### config.mk
export PLATFORM = sky130hd
export DESIGN_NAME = fetch_buffer
export DESIGN_NICKNAME = d
export VERILOG_FILES = /design/src/rtl/fetch_pkg.sv /design/src/rtl/sync_fifo.sv /design/src/rtl/fetch_buffer.sv
export SDC_FILE = /design/constraint.sdc
export NUM_CORES = 1
export LEC_CHECK = 0
export ABC_AREA = 1
export CAP_MARGIN = 20
export CORE_MARGIN = 2
export CORE_UTILIZATION = 61
export DETAILED_ROUTE_END_ITERATION = 8
export HOLD_SLACK_MARGIN = 0.03
export PLACE_DENSITY_LB_ADDON = 0.08
export SYNTH_ARGS = -nofsm -noshare
export SYNTH_HDL_FRONTEND = slang
export SYNTH_SLANG_ARGS = --single-unit
### constraint.sdc
create_clock -name clk -period 9.05 [get_ports clk]
set_input_delay 0.905 -clock clk [delete_from_list [all_inputs] [get_ports clk]]
set_output_delay 0.905 -clock clk [all_outputs]
set_load 0.05 [all_outputs]
### src/rtl/fetch_pkg.sv
// Shared fetch-path constants and the queue entry type pairing an instruction with its PC.
package fetch_pkg;

    localparam int XLEN        = 32;
    localparam int INSTR_BYTES = 4;

    localparam logic [XLEN-1:0] PC_STEP          = XLEN'(INSTR_BYTES);
    localparam logic [XLEN-1:0] RESET_PC_DEFAULT = 32'h0000_0000;
    localparam logic [XLEN-1:0] NOP_INSTR        = 32'h0000_0013;

    typedef struct packed {
        logic [XLEN-1:0] pc;
        logic [XLEN-1:0] instr;
    } fetch_entry_t;

endpackage

### src/rtl/sync_fifo.sv
// Synchronous FIFO with flush; a push is accepted into a full FIFO only alongside a pop.
module sync_fifo #(
    parameter int WIDTH = 64,
    parameter int DEPTH = 4,
    localparam int AW = $clog2(DEPTH),
    localparam int CW = $clog2(DEPTH + 1)
) (
    input  logic             clk,
    input  logic             reset,
    input  logic             push,
    input  logic [WIDTH-1:0] push_data,
    input  logic             pop,
    input  logic             flush,
    output logic [WIDTH-1:0] head,
    output logic [CW-1:0]    count
);

    localparam logic [CW-1:0] FULL_COUNT = CW'(DEPTH);

    logic [WIDTH-1:0] mem [DEPTH];
    logic [AW-1:0]    wr_ptr;
    logic [AW-1:0]    rd_ptr;
    logic             full;
    logic             do_push;
    logic             do_pop;

    assign full    = (count == FULL_COUNT);
    assign do_pop  = pop && (count != '0);
    assign do_push = push && (!full || do_pop);
    assign head    = mem[rd_ptr];

    always_ff @(posedge clk) begin
        if (!reset || flush) begin
            wr_ptr <= '0;
            rd_ptr <= '0;
            count  <= '0;
        end else begin
            if (do_push) wr_ptr <= wr_ptr + AW'(1);
            if (do_pop)  rd_ptr <= rd_ptr + AW'(1);
            count <= count + CW'(do_push) - CW'(do_pop);
        end
    end

    // Storage needs no reset: entries are only visible once count covers them.
    always_ff @(posedge clk) begin
        if (do_push) mem[wr_ptr] <= push_data;
    end

endmodule

### src/rtl/fetch_buffer.sv
// Instruction fetch front end: PC sequencing, credit-limited memory requests,
// in-order response queue and redirect flush with stale-response discard.
import fetch_pkg::*;

module fetch_buffer #(
    parameter int              DEPTH    = 4,
    parameter logic [XLEN-1:0] RESET_PC = RESET_PC_DEFAULT
) (
    input  logic            clk,
    input  logic            reset,
    output logic            imem_req_valid,
    input  logic            imem_req_ready,
    output logic [XLEN-1:0] imem_req_addr,
    input  logic            imem_rsp_valid,
    input  logic [XLEN-1:0] imem_rsp_data,
    output logic            instr_valid,
    input  logic            instr_ready,
    output logic [XLEN-1:0] instr,
    output logic [XLEN-1:0] instr_pc,
    input  logic            redirect,
    input  logic [XLEN-1:0] redirect_pc
);

    localparam int            CW       = $clog2(DEPTH + 1);
    localparam logic [CW:0]   CREDITS  = (CW + 1)'(DEPTH);
    localparam logic [CW-1:0] CNT_ONE  = CW'(1);

    logic [XLEN-1:0] fetch_pc;
    logic [XLEN-1:0] rsp_pc;
    logic [XLEN-1:0] redirect_target;
    logic [CW-1:0]   outstanding;
    logic [CW-1:0]   discard;
    logic [CW-1:0]   count;
    logic [CW-1:0]   rsp_dec;
    logic [CW-1:0]   in_flight_after;
    logic [CW:0]     in_use;
    logic            req_fire;
    logic            push;
    logic            pop;
    logic            unused_addr_bits;
    fetch_entry_t    head;
    fetch_entry_t    push_entry;

    assign redirect_target  = {redirect_pc[XLEN-1:2], 2'b00};
    assign unused_addr_bits = ^redirect_pc[1:0];

    // Credits cover both in-flight requests and buffered entries so a response always has a slot.
    assign in_use          = {1'b0, outstanding} + {1'b0, count};
    assign imem_req_valid  = reset && !redirect && (in_use < CREDITS);
    assign imem_req_addr   = fetch_pc;
    assign req_fire        = imem_req_valid && imem_req_ready;

    assign rsp_dec         = (imem_rsp_valid && (outstanding != '0)) ? CNT_ONE : '0;
    assign in_flight_after = outstanding - rsp_dec;

    assign push       = reset && imem_rsp_valid && !redirect && (discard == '0);
    assign push_entry = '{pc: rsp_pc, instr: imem_rsp_data};

    assign instr_valid = reset && (count != '0);
    assign pop         = instr_valid && instr_ready;
    assign instr       = instr_valid ? head.instr : '0;
    assign instr_pc    = instr_valid ? head.pc    : '0;

    // Redirect wins over everything; requests still in flight at that point are marked for discard.
    always_ff @(posedge clk) begin
        if (!reset) begin
            fetch_pc    <= RESET_PC;
            rsp_pc      <= RESET_PC;
            outstanding <= '0;
            discard     <= '0;
        end else if (redirect) begin
            fetch_pc    <= redirect_target;
            rsp_pc      <= redirect_target;
            outstanding <= in_flight_after;
            discard     <= in_flight_after;
        end else begin
            if (req_fire) fetch_pc <= fetch_pc + PC_STEP;
            outstanding <= outstanding + CW'(req_fire) - rsp_dec;
            if (imem_rsp_valid) begin
                if (discard != '0) discard <= discard - CNT_ONE;
                else               rsp_pc  <= rsp_pc + PC_STEP;
            end
        end
    end

    sync_fifo #(
        .WIDTH ($bits(fetch_entry_t)),
        .DEPTH (DEPTH)
    ) u_queue (
        .clk       (clk),
        .reset     (reset),
        .push      (push),
        .push_data (push_entry),
        .pop       (pop),
        .flush     (redirect),
        .head      (head),
        .count     (count)
    );

endmodule

* Yosys cells after proc, flatten, opt, wreduce, memory -nomap -nowiden
Memory sizes are Yosys's and may differ from the RTL's. A register that Yosys moved wholly into a read port is not among the register bits. Cells that the tools add are included.
Storage, ports and cells: register bits 77, bits in latches 0, bits in writable memories 256, ROM bits 0, bits of input ports 70, output and inout bits 98, memories 1
Operators by class: add/subtract/negate cells 11, multiply operators 0, divide/modulo/power cells 0, $lt $le $gt $ge 1, equal/unequal tests 2, shifts and indexed selects 0, multiplexer cells 16, bitwise gates (word level) 2, reduce and logical (&&, ||, !) cells 27
Memories:
- u_queue.mem | depth 4, bits a word 64, rd ports 1, clocked after Yosys merged registers in 1, wr ports 1, RTL line sync_fifo.sv:20 | logic [WIDTH-1:0] mem [DEPTH];
Operators by type and width (count):
- $mux W32 | 7
- $add A32 B3 Y32 const B | 2
- $mux W3 | 4
- $logic_and A1 B1 Y1 | 11
- $reduce_bool A3 Y1 | 3
- $sub A3 B1 Y3 | 3
- $add A3 B1 Y3 | 2
- $reduce_and A2 Y1 | 3
- $reduce_bool A2 Y1 | 3
- $add A2 B1 Y2 const B | 2
- $add A3 B3 Y4 | 1
- $lt A4 B3 Y1 const B | 1
- $mux W2 | 2
- $eq A3 B3 Y1 const B | 1
- $logic_not A1 Y1 | 3
- $logic_not A3 Y1 | 1
- $mux W1 | 3
- $sub A3 B1 Y3 const B | 1
- $logic_or A1 B1 Y1 | 2
- $ne A2 B2 Y1 const B | 1
- $not A1 Y1 | 2
- $reduce_or A2 Y1 | 1

* Depth between registers and ports, before layout
word-level depth 8, gate-level depth with buffers 15, depth with buffers taken out 14

* Cells and area by module
Synthesis repeated with hierarchy kept, for this count alone.
Unflattened totals: cells, all modules 1611, area total of the unflattened synthesis 15089.5 µm²
By module, submodules not included:
- sync_fifo | instances 1, cells each 688, area each 9982.1 µm²
- fetch_buffer | instances 1, cells each 923, area each 5107.4 µm²

* Worst setup path before layout
OpenSTA, ideal clock, no wires.
path type in2reg, start point input port redirect, end point memory u_queue.mem[0][0] (enable), setup time 482 ps, arrival time 4305 ps, required time 8568 ps, setup slack 4263 ps, stages 6, path buffers 1, cells stage by stage buf_2 -> nor2_8 -> inv_1 -> nor2_2 -> o21ai_2 -> nor2_1
On the way: cells in the longest elaborated chain, start to end 6
RTL lines:
- from (decl) | RTL line fetch_buffer.sv:20 | input logic redirect,
- $logic_not A1 Y1 | RTL line fetch_buffer.sv:56 | assign push = reset && imem_rsp_valid && !redirect && (discard == '0);
- $logic_and A1 B1 Y1 (2 in series) | RTL line fetch_buffer.sv:56
- $logic_and A1 B1 Y1 | RTL line sync_fifo.sv:29 | assign do_push = push && (!full || do_pop);
- $mux W1 | RTL line sync_fifo.sv:46 | if (do_push) mem[wr_ptr] <= push_data;
- $mux W1 (not written as such) | RTL line sync_fifo.sv:46
- to (decl) | RTL line sync_fifo.sv:20
No other way between the ends.

* Worst setup path after layout
start point input port reset, end point output port imem_req_valid
On the way: cells in the longest elaborated chain, start to end 2
RTL lines:
- from (decl) | RTL line fetch_buffer.sv:10 | input logic reset,
- $logic_and A1 B1 Y1 (2 in series) | RTL line fetch_buffer.sv:49 | assign imem_req_valid = reset && !redirect && (in_use < CREDITS);
- to (decl) | RTL line fetch_buffer.sv:11 | output logic imem_req_valid,
No other way between the ends.

==> metrics.md <==
| Metric | Value |
|---|---|
| WHS Path Cells | `2` |
| GP Congestion | `0.9517` |
| Vias | `11.15k` |
| R2R cell count | `9` |
| Commonest non-fill, non-tap cell in the layout | `nor2_1` |
| Post-synth EDFFs | `248` |
| Crit path DAT | `3.94 ns` |
| CORE AREA | `0.02333 mm2` |
| Top FF cell, synth | `edfxtp_1` |
| DP HPWL | `21,070 um` |
| PortBufs | `161` |
| Largest family of logic cells by synthesized area | `simple AND/OR/NAND/NOR gates` |
| Setup ws final | `4.201 ns` |
| CP Data Required Time | `8.15 ns` |
| Clk sinks | `323` |
| DRC viols | `0` |
| Largest net degree at the start of global routing | `95` |
| Reg-to-reg startpoint | `discard[0]` |
| Max_cap viols | `0` |
| Mean Syn Cell Area | `9.354 um2` |
| Fin. Hold Viols | `0` |
| Yosys cell types | `43` |
| Top Family by Delay on Critical Path | `buffers and inverters` |
| Initial drt markers | `992` |
| Initial Util | `61.82%` |
| Relative slew slack | `32.56%` |
| Vias in the first global route | `10.88k` |
| I/O Pins | `168` |
| CP max-delay cell | `clkdlybuf4s50_1` |
| Worst vdd ir | `150.2 uV` |
| First-pass iteration count of the detailed router | `6` |
| Yosys warns | `0` |
| Seq/Total Area, Yosys | `62.04%` |
| Die width | `157.8 um` |
| F_max | `0.2062 GHz` |
| Footprint of the multi-input gates | `0.004810 mm2` |
| Hold_sp | `u_queue.rd_ptr[1]` |
| CTS max path bufs | `3` |
| Htree depth | `1` |
| CP max stage delay | `0.92 ns` |
| First-pass GRT wire length | `53,540 um` |
| Final Cycle Share | `53.58%` |
| Setup WS pre-CTS | `3.745 ns` |
| Setup Viol. Count Final | `0` |
| Critical Path, Cell by Cell | `clkdlybuf4s50_1, inv_2, nor2_8, nand2_2, nor2_4, clkdlybuf4s50_1` |
| Initial antenna violation count | `0` |
| Post-Synth Simple-Gate Area | `19.80%` |
| TNS Setup | `0 ns` |
| RSZ-0062 raised after global routing | `false` |
| Area grow syn2layout | `20.03%` |
| Critical Path Most Common Cell | `clkdlybuf4s50_1` |
| Fraction of registers with async set/reset | `0%` |
| Critical Path Fanout Max | `45` |
| Most frequent cells in the layout | `352 x nor2_1, 261 x nand2_1, 248 x edfxtp_1, 162 x o21ai_0, 161 x clkdlybuf4s50_1` |
| Compound-gate portion of the synthesized area | `10.46%` |
| Post-DR vias/cell | `5.505` |
| Hold-fix buffers, CTS | `0` |
| Global-route usage over all layers | `27.45%` |
| Worst-Margin Slew | `1.012 ns` |
| Clock Latency Late Sink | `0.55 ns` |
| Adder-Cell Fraction of Synth Area | `1.666%` |
| Final Net Count | `1,771` |
| Critical path depth in cells | `6` |
| Mean routed wirelength per cell | `17.11 um` |
| Reg2Reg Setup Slack | `5.63 ns` |
| Num CTS Buffers | `31` |
| Worst r2r dst | `u_queue.mem[1][56]` |
| Status | `finished, final reports clean` |
| Worst Setup Start Kind | `primary input` |
| Detail Route Antenna Nets | `0` |
| ANT cells | `0` |
| Post-synthesis mux area share | `0%` |
| Xor and xnor area share after synthesis | `1.093%` |
| # resized after CTS | `0` |
| FP Rows | `56` |
| Share of cells above drive strength 1 | `4.862%` |
| Root Buffer | `clkbuf_16` |
| Synthesized instance count | `1,542` |
| Setup Fix Bufs, Post-CTS | `0` |
| Filler cells | `1,700` |
| Clock transition at path regs | `0.06 ns` |
| Slew Viols, Final | `0` |
| Hold Crit Class | `reg -> reg` |
| WS Path Type | `in -> out` |
| Mapped Area | `0.01442 mm2` |
| Lkg Pwr | `6.210 nW` |
| Minimum clock period | `4.849 ns` |
| Die height | `157.8 um` |
| Die ar. | `0.02489 mm2` |
| TritonCTS clock tree | `yes` |
| Sequential Area | `0.008954 mm2` |
| Clock Skew | `0.01095 ns` |
| Pwr dens | `196.0 mW/mm2` |
| WP buf/inv | `3` |
| Critical Path Sink Type | `output port` |
| Synthesized flop and latch total | `323` |
| Grt total ovfl | `0` |
| Final wirelength | `34,670 um` |
## cells by family after synthesis
group,Yosys count
and+or+nand+nor,710
xor gates and xnor gates,18
DFF,323
AOI/OAI and AO/OA,291
buffers and inverters,181
adders and majority gates,18
other,1
## sequential cells by signal, indices dropped and copies added, names as in the netlist, named ones only
signal and flops:
discard 3, imem_req_addr 30, outstanding 3, rsp_pc 30, u_queue.count 3, u_queue.mem 248
u_queue.rd_ptr 2, u_queue.wr_ptr 2
## worst max-delay path by stage
stage	from	to	slack, ns
after global placement	reset	u_queue.mem[1][24]	3.43
after global routing	reset	imem_req_valid	4.08
after floorplan	redirect	u_queue.mem[0][0]	4.26
final	reset	imem_req_valid	4.20
after CTS	reset	imem_req_valid	4.22
after detailed placement	reset	u_queue.mem[1][22]	3.75
## worst min-delay path, cell delays in order (launching register included)
cell and delay (ns):
dfxtp_1 0.30, inv_1 0.05, a21oi_1 0.07
## stage by stage
stage | area [um2] | cells | power [mW] | hold slack (ns) | util (%)
global placement | 16280 | 1968 | 2.135 | 0.4485 | 69.78
CTS | 17310 | 2026 | 3.400 | 0.4679 | 74.20
floorplan | 14440 | 1545 | 2.002 | 0.4356 | -
finish | 17310 | 2026 | 3.392 | 0.4633 | 74.20
detailed placement | 16310 | 1969 | 2.145 | 0.4588 | 69.89
global route | 17310 | 2026 | 3.508 | 0.4930 | 74.20
## report_power, final
part	switching [mW]	internal, mW	total (mW)
clock network	0.533	0.740	1.27
logic	0.266	0.129	0.396
registers	0.0546	1.67	1.72
## layout make-up
type | count | area share, %
multi-input cells | 1041 | 27.78
clock inverters | 15 | 0.9106
well taps | 319 | 2.305
repair buffers | 173 | 9.944
inverters | 113 | 2.450
clock buffers | 42 | 4.893
flip-flops and latches | 323 | 51.72
## Yosys cell counts, types with 4 or more instances
| library cell | instances | share of area (%) |
|---|---|---|
| nor2_1 | 356 | 9.3 |
| nand2_1 | 262 | 6.8 |
| edfxtp_1 | 248 | 52 |
| o21ai_0 | 162 | 5.6 |
| inv_1 | 106 | 2.8 |
| a21oi_1 | 102 | 3.5 |
| dfxtp_1 | 75 | 10 |
| nand3_1 | 61 | 2.1 |
| clkbuf_1 | 47 | 1.2 |
| ha_1 | 16 | 1.4 |
| a31oi_1 | 13 | 0.56 |
| buf_2 | 9 | 0.31 |
| xnor2_1 | 9 | 0.55 |
| xor2_1 | 9 | 0.55 |
| buf_1 | 7 | 0.18 |
| nand3b_1 | 6 | 0.31 |
| buf_4 | 5 | 0.26 |
| inv_2 | 5 | 0.13 |
| nor3_1 | 5 | 0.17 |
| or2_2 | 4 | 0.17 |
## metal layers
metal	GRT usage (%)	vias up	part of all wire [%]
met4	8.788	0	2.6
met5	0	-	0
met3	3.915	76	6.7
met2	49.50	414	50
li1	-	5437	-
met1	34.14	5227	40
(Power assumes the default switching activity.)
